File: src/rtl/i2c_target.sv
// I2C target (7-bit addressing): detects START/STOP, matches its address,
// ACKs matching transfers, delivers written bytes and serialises read bytes.
// Open-drain SDA only, no clock stretching.
// Ports:
//   clk, rst_n        system clock, asynchronous active-low reset
//   scl_in, sda_in    raw (asynchronous) bus pin levels
//   sda_oe            1 = pull SDA low, 0 = release
//   busy              high while this target is addressed
//   rx_data/rx_valid  last written byte and its one-cycle strobe
//   tx_data/tx_req    read byte and its one-cycle request strobe
//   rw                R/W bit of the current transfer (1 = read)
module i2c_target #(
    parameter logic [6:0] ADDRESS = 7'h42
) (
    input  logic       clk,
    input  logic       rst_n,
    input  logic       scl_in,
    input  logic       sda_in,
    output logic       sda_oe,
    output logic       busy,
    output logic [7:0] rx_data,
    output logic       rx_valid,
    input  logic [7:0] tx_data,
    output logic       tx_req,
    output logic       rw
);

    localparam int unsigned CNT_W = 3;

    typedef enum logic [2:0] {
        IDLE, ADDR, ADDR_ACK, RX, RX_ACK, TX, TX_ACK, WAIT_STOP
    } state_t;

    logic             scl_m, scl_s, scl_p;
    logic             sda_m, sda_s, sda_p;
    state_t           state_q, state_d;
    logic [CNT_W-1:0] bit_cnt_q, bit_cnt_d;
    logic [7:0]       shift_q, shift_d;
    // ACK phases: set once the first falling edge of the ACK slot was seen
    // (ADDR_ACK/RX_ACK) or once the controller ACKed (TX_ACK).
    logic             phase_q, phase_d;
    logic             sda_oe_d, busy_d, rx_valid_d, tx_req_d, rw_d;
    logic [7:0]       rx_data_d;

    logic scl_rise, scl_fall, start, stop;

    assign scl_rise = scl_s & ~scl_p;
    assign scl_fall = ~scl_s & scl_p;
    assign start    = sda_p & ~sda_s & scl_s & scl_p;
    assign stop     = ~sda_p & sda_s & scl_s & scl_p;

    // Synchronisers and previous-value flops; idle bus level is high.
    always_ff @(posedge clk or negedge rst_n) begin
        if (!rst_n) begin
            {scl_m, scl_s, scl_p} <= 3'b111;
            {sda_m, sda_s, sda_p} <= 3'b111;
        end else begin
            {scl_m, scl_s, scl_p} <= {scl_in, scl_m, scl_s};
            {sda_m, sda_s, sda_p} <= {sda_in, sda_m, sda_s};
        end
    end

    // State and registered outputs.
    always_ff @(posedge clk or negedge rst_n) begin
        if (!rst_n) begin
            state_q   <= IDLE;
            bit_cnt_q <= '0;
            shift_q   <= 8'h00;
            phase_q   <= 1'b0;
            sda_oe    <= 1'b0;
            busy      <= 1'b0;
            rx_data   <= 8'h00;
            rx_valid  <= 1'b0;
            tx_req    <= 1'b0;
            rw        <= 1'b0;
        end else begin
            state_q   <= state_d;
            bit_cnt_q <= bit_cnt_d;
            shift_q   <= shift_d;
            phase_q   <= phase_d;
            sda_oe    <= sda_oe_d;
            busy      <= busy_d;
            rx_data   <= rx_data_d;
            rx_valid  <= rx_valid_d;
            tx_req    <= tx_req_d;
            rw        <= rw_d;
        end
    end

    // Next-state and output logic; bus conditions override SCL edges.
    always_comb begin
        state_d    = state_q;
        bit_cnt_d  = bit_cnt_q;
        shift_d    = shift_q;
        phase_d    = phase_q;
        sda_oe_d   = sda_oe;
        busy_d     = busy;
        rx_data_d  = rx_data;
        rx_valid_d = 1'b0;
        tx_req_d   = 1'b0;
        rw_d       = rw;

        if (start) begin
            state_d   = ADDR;
            bit_cnt_d = '0;
            sda_oe_d  = 1'b0;
            busy_d    = 1'b0;
        end else if (stop) begin
            state_d  = IDLE;
            sda_oe_d = 1'b0;
            busy_d   = 1'b0;
        end else begin
            case (state_q)
                ADDR: begin
                    if (scl_rise) begin
                        shift_d   = {shift_q[6:0], sda_s};
                        bit_cnt_d = bit_cnt_q + CNT_W'(1);
                        if (bit_cnt_q == CNT_W'(7)) begin
                            rw_d    = sda_s;
                            phase_d = 1'b0;
                            state_d = (shift_q[6:0] == ADDRESS) ? ADDR_ACK : WAIT_STOP;
                        end
                    end
                end
                ADDR_ACK: begin
                    if (scl_fall) begin
                        if (!phase_q) begin
                            sda_oe_d = 1'b1;
                            busy_d   = 1'b1;
                            phase_d  = 1'b1;
                        end else begin
                            bit_cnt_d = '0;
                            if (rw) begin
                                shift_d  = tx_data;
                                sda_oe_d = ~tx_data[7];
                                state_d  = TX;
                            end else begin
                                sda_oe_d = 1'b0;
                                state_d  = RX;
                            end
                        end
                    end else if (scl_rise && phase_q && rw) begin
                        tx_req_d = 1'b1;
                    end
                end
                RX: begin
                    if (scl_rise) begin
                        shift_d   = {shift_q[6:0], sda_s};
                        bit_cnt_d = bit_cnt_q + CNT_W'(1);
                        if (bit_cnt_q == CNT_W'(7)) begin
                            rx_data_d  = {shift_q[6:0], sda_s};
                            rx_valid_d = 1'b1;
                            phase_d    = 1'b0;
                            state_d    = RX_ACK;
                        end
                    end
                end
                RX_ACK: begin
                    if (scl_fall) begin
                        if (!phase_q) begin
                            sda_oe_d = 1'b1;
                            phase_d  = 1'b1;
                        end else begin
                            sda_oe_d = 1'b0;
                            state_d  = RX;
                        end
                    end
                end
                TX: begin
                    // Each fall presents the next bit; the fall ending bit 0 releases SDA.
                    if (scl_fall) begin
                        if (bit_cnt_q == CNT_W'(7)) begin
                            sda_oe_d  = 1'b0;
                            bit_cnt_d = '0;
                            phase_d   = 1'b0;
                            state_d   = TX_ACK;
                        end else begin
                            shift_d   = {shift_q[6:0], 1'b0};
                            sda_oe_d  = ~shift_q[6];
                            bit_cnt_d = bit_cnt_q + CNT_W'(1);
                        end
                    end
                end
                TX_ACK: begin
                    if (scl_rise) begin
                        if (!sda_s) begin
                            tx_req_d = 1'b1;
                            phase_d  = 1'b1;
                        end else begin
                            state_d = WAIT_STOP;
                        end
                    end else if (scl_fall && phase_q) begin
                        shift_d   = tx_data;
                        sda_oe_d  = ~tx_data[7];
                        bit_cnt_d = '0;
                        state_d   = TX;
                    end
                end
                // IDLE and WAIT_STOP: keep SDA released until START/STOP.
                default: sda_oe_d = 1'b0;
            endcase
        end
    end

endmodule
File: config.mk
export PLATFORM = sky130hd
export DESIGN_NAME = i2c_target
export DESIGN_NICKNAME = d
export VERILOG_FILES = /design/src/rtl/i2c_target.sv
export SDC_FILE = /design/constraint.sdc
export NUM_CORES = 1
export LEC_CHECK = 0
export ABC_AREA = 0
export ABC_CLOCK_PERIOD_IN_PS = 1800
export BUFFER_PORTS_ARGS = -buffer_cell sky130_fd_sc_hd__buf_2
export CORE_MARGIN = 2
export CORE_UTILIZATION = 51
export DETAILED_ROUTE_END_ITERATION = 8
export PLACE_DENSITY = 0.86
export RECOVER_POWER = 100
export SYNTH_ARGS = -nofsm -noshare
export SYNTH_HDL_FRONTEND = slang
export SYNTH_SLANG_ARGS = --single-unit
File: constraint.sdc
create_clock -name clk -period 1.8 [get_ports clk]
set_input_delay 0 -clock clk [delete_from_list [all_inputs] [get_ports clk]]
set_output_delay 0 -clock clk [all_outputs]
set_load 0.01 [all_outputs]
Word level (Yosys, flattened, before mapping)

Cells that the tools add are included.

Bits of input ports: 12
Register bits after elaboration: 33
Output and inout bits: 13
Word-level logic and storage cells: 167

Bitwise logic cells: 16
Add/sub/neg operators: 1
Equality and inequality tests: 42
Reduce and logical (&&, ||, !) cells: 19
Muxes and demuxes: 73

Operator list:

| kind                 | count |
|---|---|
| $mux W3              | 26 |
| $mux W7              | 8 |
| $ne A4 B4 Y1 const B | 12 |
| $mux W1              | 33 |
| $pmux W7 S4          | 1 |
| $ne A2 B2 Y1 const B | 10 |
| $pmux W3 S6          | 1 |
| $reduce_and A8 Y1    | 2 |
| $ne A3 B3 Y1 const B | 5 |
| $reduce_and A13 Y1   | 1 |
| $eq A3 B3 Y1 const B | 4 |
| $pmux W3 S4          | 1 |
| $reduce_and A11 Y1   | 1 |
| $ne A5 B5 Y1 const B | 2 |
| $reduce_and A5 Y1    | 2 |
| $ne A3 B1 Y1 const B | 3 |
| $and A1 B1 Y1        | 8 |
| $not A1 Y1           | 8 |
| $reduce_bool A4 Y1   | 2 |
| $reduce_bool A8 Y1   | 1 |
| $eq A7 B7 Y1 const B | 1 |
| $eq A3 B2 Y1 const B | 2 |
| $reduce_and A6 Y1    | 1 |
| $reduce_bool A3 Y1   | 2 |
| other kinds (10)     | 14 |

Longest topological paths before layout

Depth in word-level cells: 9
Depth in mapped cells: 8
Mapped depth without buffers: 7

Worst setup path before layout

Ideal clock, no wire load.

Path kind: register to register
Start: reg scl_s
End: reg state_q[0]
Stages on the path, launching flop included: 6
Data arrival time: 1.673 ns
Required time: 1.673 ns
Path slack: -0.001 ns
Clock period less this slack: 1.801 ns
Library setup time: 0.127 ns
Buffers on the path: 0
Path through: dfstp_2 and2b_1 a211o_1 a41o_1 nand3_2 mux2_1

Cells in the longest elaborated chain, start to end: 5
Elaborated cells on any way between the ends: 26
Classes of those cells: 12 x eq/ne; 4 x mux; 7 x bitwise; 3 x reduce/logical

RTL lines:

| what                                                      | line     | source |
|---|---|---|
| from (decl)                                               | 34       | `logic scl_m, scl_s, scl_p;` |
| from (signal assigned)                                    | 58       | `{scl_m, scl_s, scl_p} <= {scl_in, scl_m, scl_s};` |
| $and A1 B1 Y1 / $not A1 Y1 (equally long branches)        | 47, 48   |  |
| $mux W3 / $and A1 B1 Y1 (equally long branches)           | 185, 48  |  |
| $pmux W3 S6 / $logic_and A1 B1 Y1 (equally long branches) | 113, 192 |  |
| $mux W3 / $ne A5 B5 Y1 (equally long branches)            | -        |  |
| $mux W3 / $reduce_and A13 Y1 (equally long branches)      | -        |  |
| to (signal assigned)                                      | 77       | `state_q <= state_d;` |
| to (decl)                                                 | 36       | `state_t state_q, state_d;` |

Parallel ways exist; a longest one is shown, timed or not.
A chain may end at the register's enable or synchronous reset.

Worst setup path in the final report

Start: reg scl_p
End: reg shift_q[1]

Cells in the longest elaborated chain, start to end: 4
Elaborated cells on any way between the ends: 14
Classes of those cells: 5 x eq/ne; 7 x bitwise; 2 x reduce/logical

RTL lines:

| what                                                                 | line    | source |
|---|---|---|
| from (decl)                                                          | 34      |  |
| from (signal assigned)                                               | 58      |  |
| $and A1 B1 Y1 / $not A1 Y1 (equally long branches)                   | 48, 47  |  |
| $logic_and A1 B1 Y1 / $and A1 B1 Y1 (equally long branches)          | 192, 47 |  |
| $ne A2 B2 Y1 (no source line) / $ne A2 B1 Y1 (equally long branches) | -       |  |
| $reduce_and A11 Y1 (no source line) (*)                              | -       |  |
| to (signal assigned)                                                 | 79      | `shift_q <= shift_d;` |
| to (decl)                                                            | 38      | `logic [7:0] shift_q, shift_d;` |

Mark *: on every way between the ends. The rest lies on a longest branch, timed or not.

==> reports/metrics.csv <==
metric,value,unit
status,"finished, violations left",
violations,negative setup slack,
min_period,1.89,ns
met1_length,1880,µm
fillers,223,
grt_use_total,0.240,
grt_pass1_vias,1466,
synth_area_leader_cell,dfrtp_1,
fp.coreArea,0.00331,mm²
layout.nets,237,
fmax,0.530,GHz
required,2.08,ns
cp-start-kind,flop,
ys_top_cells_by_area,"dfrtp_1 (39%), dfstp_2 (9.0%), mux2_2 (5.8%)",
syn_area,0.00175,mm²
synth.net_count,176,
synth_top_area_frac,0.386,
regArea,835,µm²
ys_top_cells_by_count,"dfrtp_1 (27), nor2_1 (16), a21oi_1 (10), mux2_2 (9), nand2_1 (9)",
cts_tree,done,
vias_per_cell,5.87,
maxCapViolations,0,
ctsHtreeMaxLevel,2,
slew_viol_final,0,
synth_edf_count,0,
synth.distinct_cells,49,
cpPeakStageDelay,0.61,ns
synthArstFlopShare,1.00,
drc,0,
cp.arrival,2.16,ns
dr_wl_met3,425,µm
fin_ws,-0.0883,ns
clockBufferDepth,2,
first_pass_iters,4,
drt-total-wl,4880,µm
crit_fanout,7,
path_cells,"and2b_2, buf_6, nand3_4, a221oi_4, buf_12, nor2_2, a21oi_2",
cts_root_buffer,clkbuf_4,
ys_seq_elements,33,
worst-slew-pin-transition,0.812,ns
ys.flop_type,dfrtp_1,
dr_total_vias,1585,
utilization,0.733,
grt_pass1_wl,7170,µm
syn_to_final_growth,38.7,%
hold_violations,0,
setup_viol,9,
hold_path_class,input pin to flop,
final_cells,270,
vdd_drop_max,0.676,mV
end_kind,flop,
yosys_warnings,0,
die_h,62.6,µm
slew_headroom,0.459,
post_drt_wl_per_cell,18.1,µm
pre_cts_ws,-0.0386,ns
dp_hpwl,2930,µm
grt_remaining_overflow,0,
synth_cells,162,
dieArea,0.00391,mm²
drtIter0Drc,164,
cts_buffers,5,
insertedDiodeCount,0,
pwr_density_cell,1370,mW/mm²
postSynthAreaPerCell,10.8,µm²
clock-sinks,33,
slowest_stage,dfstp_2,
cp.buffers_inverters,2,
std_cell_rows,21,
critPathTopFamily,flip-flops,
maxUsedRoutingLayer,met4,
dp_cells,248,
start_util,0.528,
clkTransAtPathRegs,0.10,ns
power_leakage,0.00112,µW
ios,25,
rsz0062_at_grt,true,
p_total,3320,µW
whs,0.104,ns
drive_gt1_frac,0.496,
synth.most_common_cell,dfrtp_1,
antenna_found_initial,0,
final_antenna_net_count,0,
yosysSeqAreaShare,0.476,
portBuffers,24,
clock_latency,0.34,ns
die_x,62.6,µm
critPathKind,flop to flop,
gp_congestion,0.939,
finClkSkew,0.0112,ns
grt_max_degree,34,
fin_crit_sh,1.05,
route.met2.wl,2410,µm
multi_input_area,948,µm²
## repair_timing
item	4_1_cts	5_1_grt
cloned	0	1
endpoints found under the setup margin	14	14
hold buffers	9	0
endpoints found under the hold margin	35	0
pin swaps	2	4
resized for setup	6	25
buffers inserted	1	3
## layout make-up
type                            instances  area share
Multi-Input combinational cell        116       0.391
Sequential cell                        33       0.344
Timing Repair Buffer                   63       0.200
Tap cell                               46      0.0237
Clock buffer                            7      0.0227
Clock inverter                          1      0.0124
Inverter                                4     0.00619
## metrics by stage
stage / instance area [µm²] / setup TNS (ns)
2_1_floorplan: 1750 / -0.00142
3_3_place_gp: 2070 / 0
3_5_place_dp: 2070 / -0.0758
4_1_cts: 2270 / -0.00760
5_1_grt: 2430 / -0.872
6_report: 2430 / -0.514
## metal layers
layer	GRT usage	vias up
li1	-	716
met1	0.317	764
met2	0.378	85
met3	0.0631	20
met4	0.0917	0
met5	0	-
## power by group
group	switching, µW	internal (µW)	leakage [µW]
combinational	816	778	0.000680
clock	258	331	0.0000455
sequential	233	903	0.000398
total	1310	2010	0.00112
## registers in the layout, indices dropped and copies added (netlist names)
register,flops
sda_s,1
state_q,3
phase_q,1
rw,1
sda_oe,1
rx_data,8
busy,1
bit_cnt_q,3
sda_m,1
tx_req,1
scl_p,1
shift_q,7
rx_valid,1
scl_m,1
scl_s,1
sda_p,1
## worst reg2reg max path, delay by kind of cell (launching register included)
family | cells | cell delay, ns
buffers and inverters | 2 | 0.30
AOI/OAI and AO/OA | 2 | 0.56
DFF | 1 | 0.61
and+or+nand+nor | 3 | 0.35
## final timing paths
path                             from          to  slack, ns  depth (start not counted)
hold reg to reg                 scl_m       scl_s       0.36                          0
setup / recovery                scl_p  shift_q[1]      -0.09                          7
max in group asynchronous       rst_n  state_q[2]       0.97                          2
setup reg to reg                scl_p  shift_q[1]      -0.09                          7
min in group asynchronous       rst_n        busy       0.26                          2
hold / removal             tx_data[0]  shift_q[0]       0.10                          4
## cell usage in the layout, fill, tap and decap left out, types with 2 or more instances in the layout
cell	n
dlygate4sd3_1	9
nand2_1	9
mux2_2	9
nand2b_1	2
buf_4	25
nand3_2	2
nand3_1	4
a21oi_1	5
xnor2_1	2
o22ai_1	3
a21oi_2	9
nor2_1	11
dfrtp_1	26
a211oi_2	2
mux2i_1	7
and3_1	3
buf_6	2
o21ai_0	5
dfstp_2	6
inv_1	3
nor2b_1	3
and2b_2	2
nor2_2	4
mux2_4	2
buf_12	2
buf_2	23
nand4_1	4
clkbuf_4	5
a31oi_1	2
## kinds of logic (layout without fill, tap and decap cells)
group / count (synthesis) / in the layout / synth area share
simple gates: 53 / 53 / 0.168
compound gates: 41 / 41 / 0.172
buf+inv: 13 / 75 / 0.0479
mux: 18 / 18 / 0.111
fa+ha+maj: 2 / 2 / 0.0143
xor+xnor: 2 / 2 / 0.0100
flops: 33 / 33 / 0.476
No activity file was read; power rests on OpenSTA's default activity.
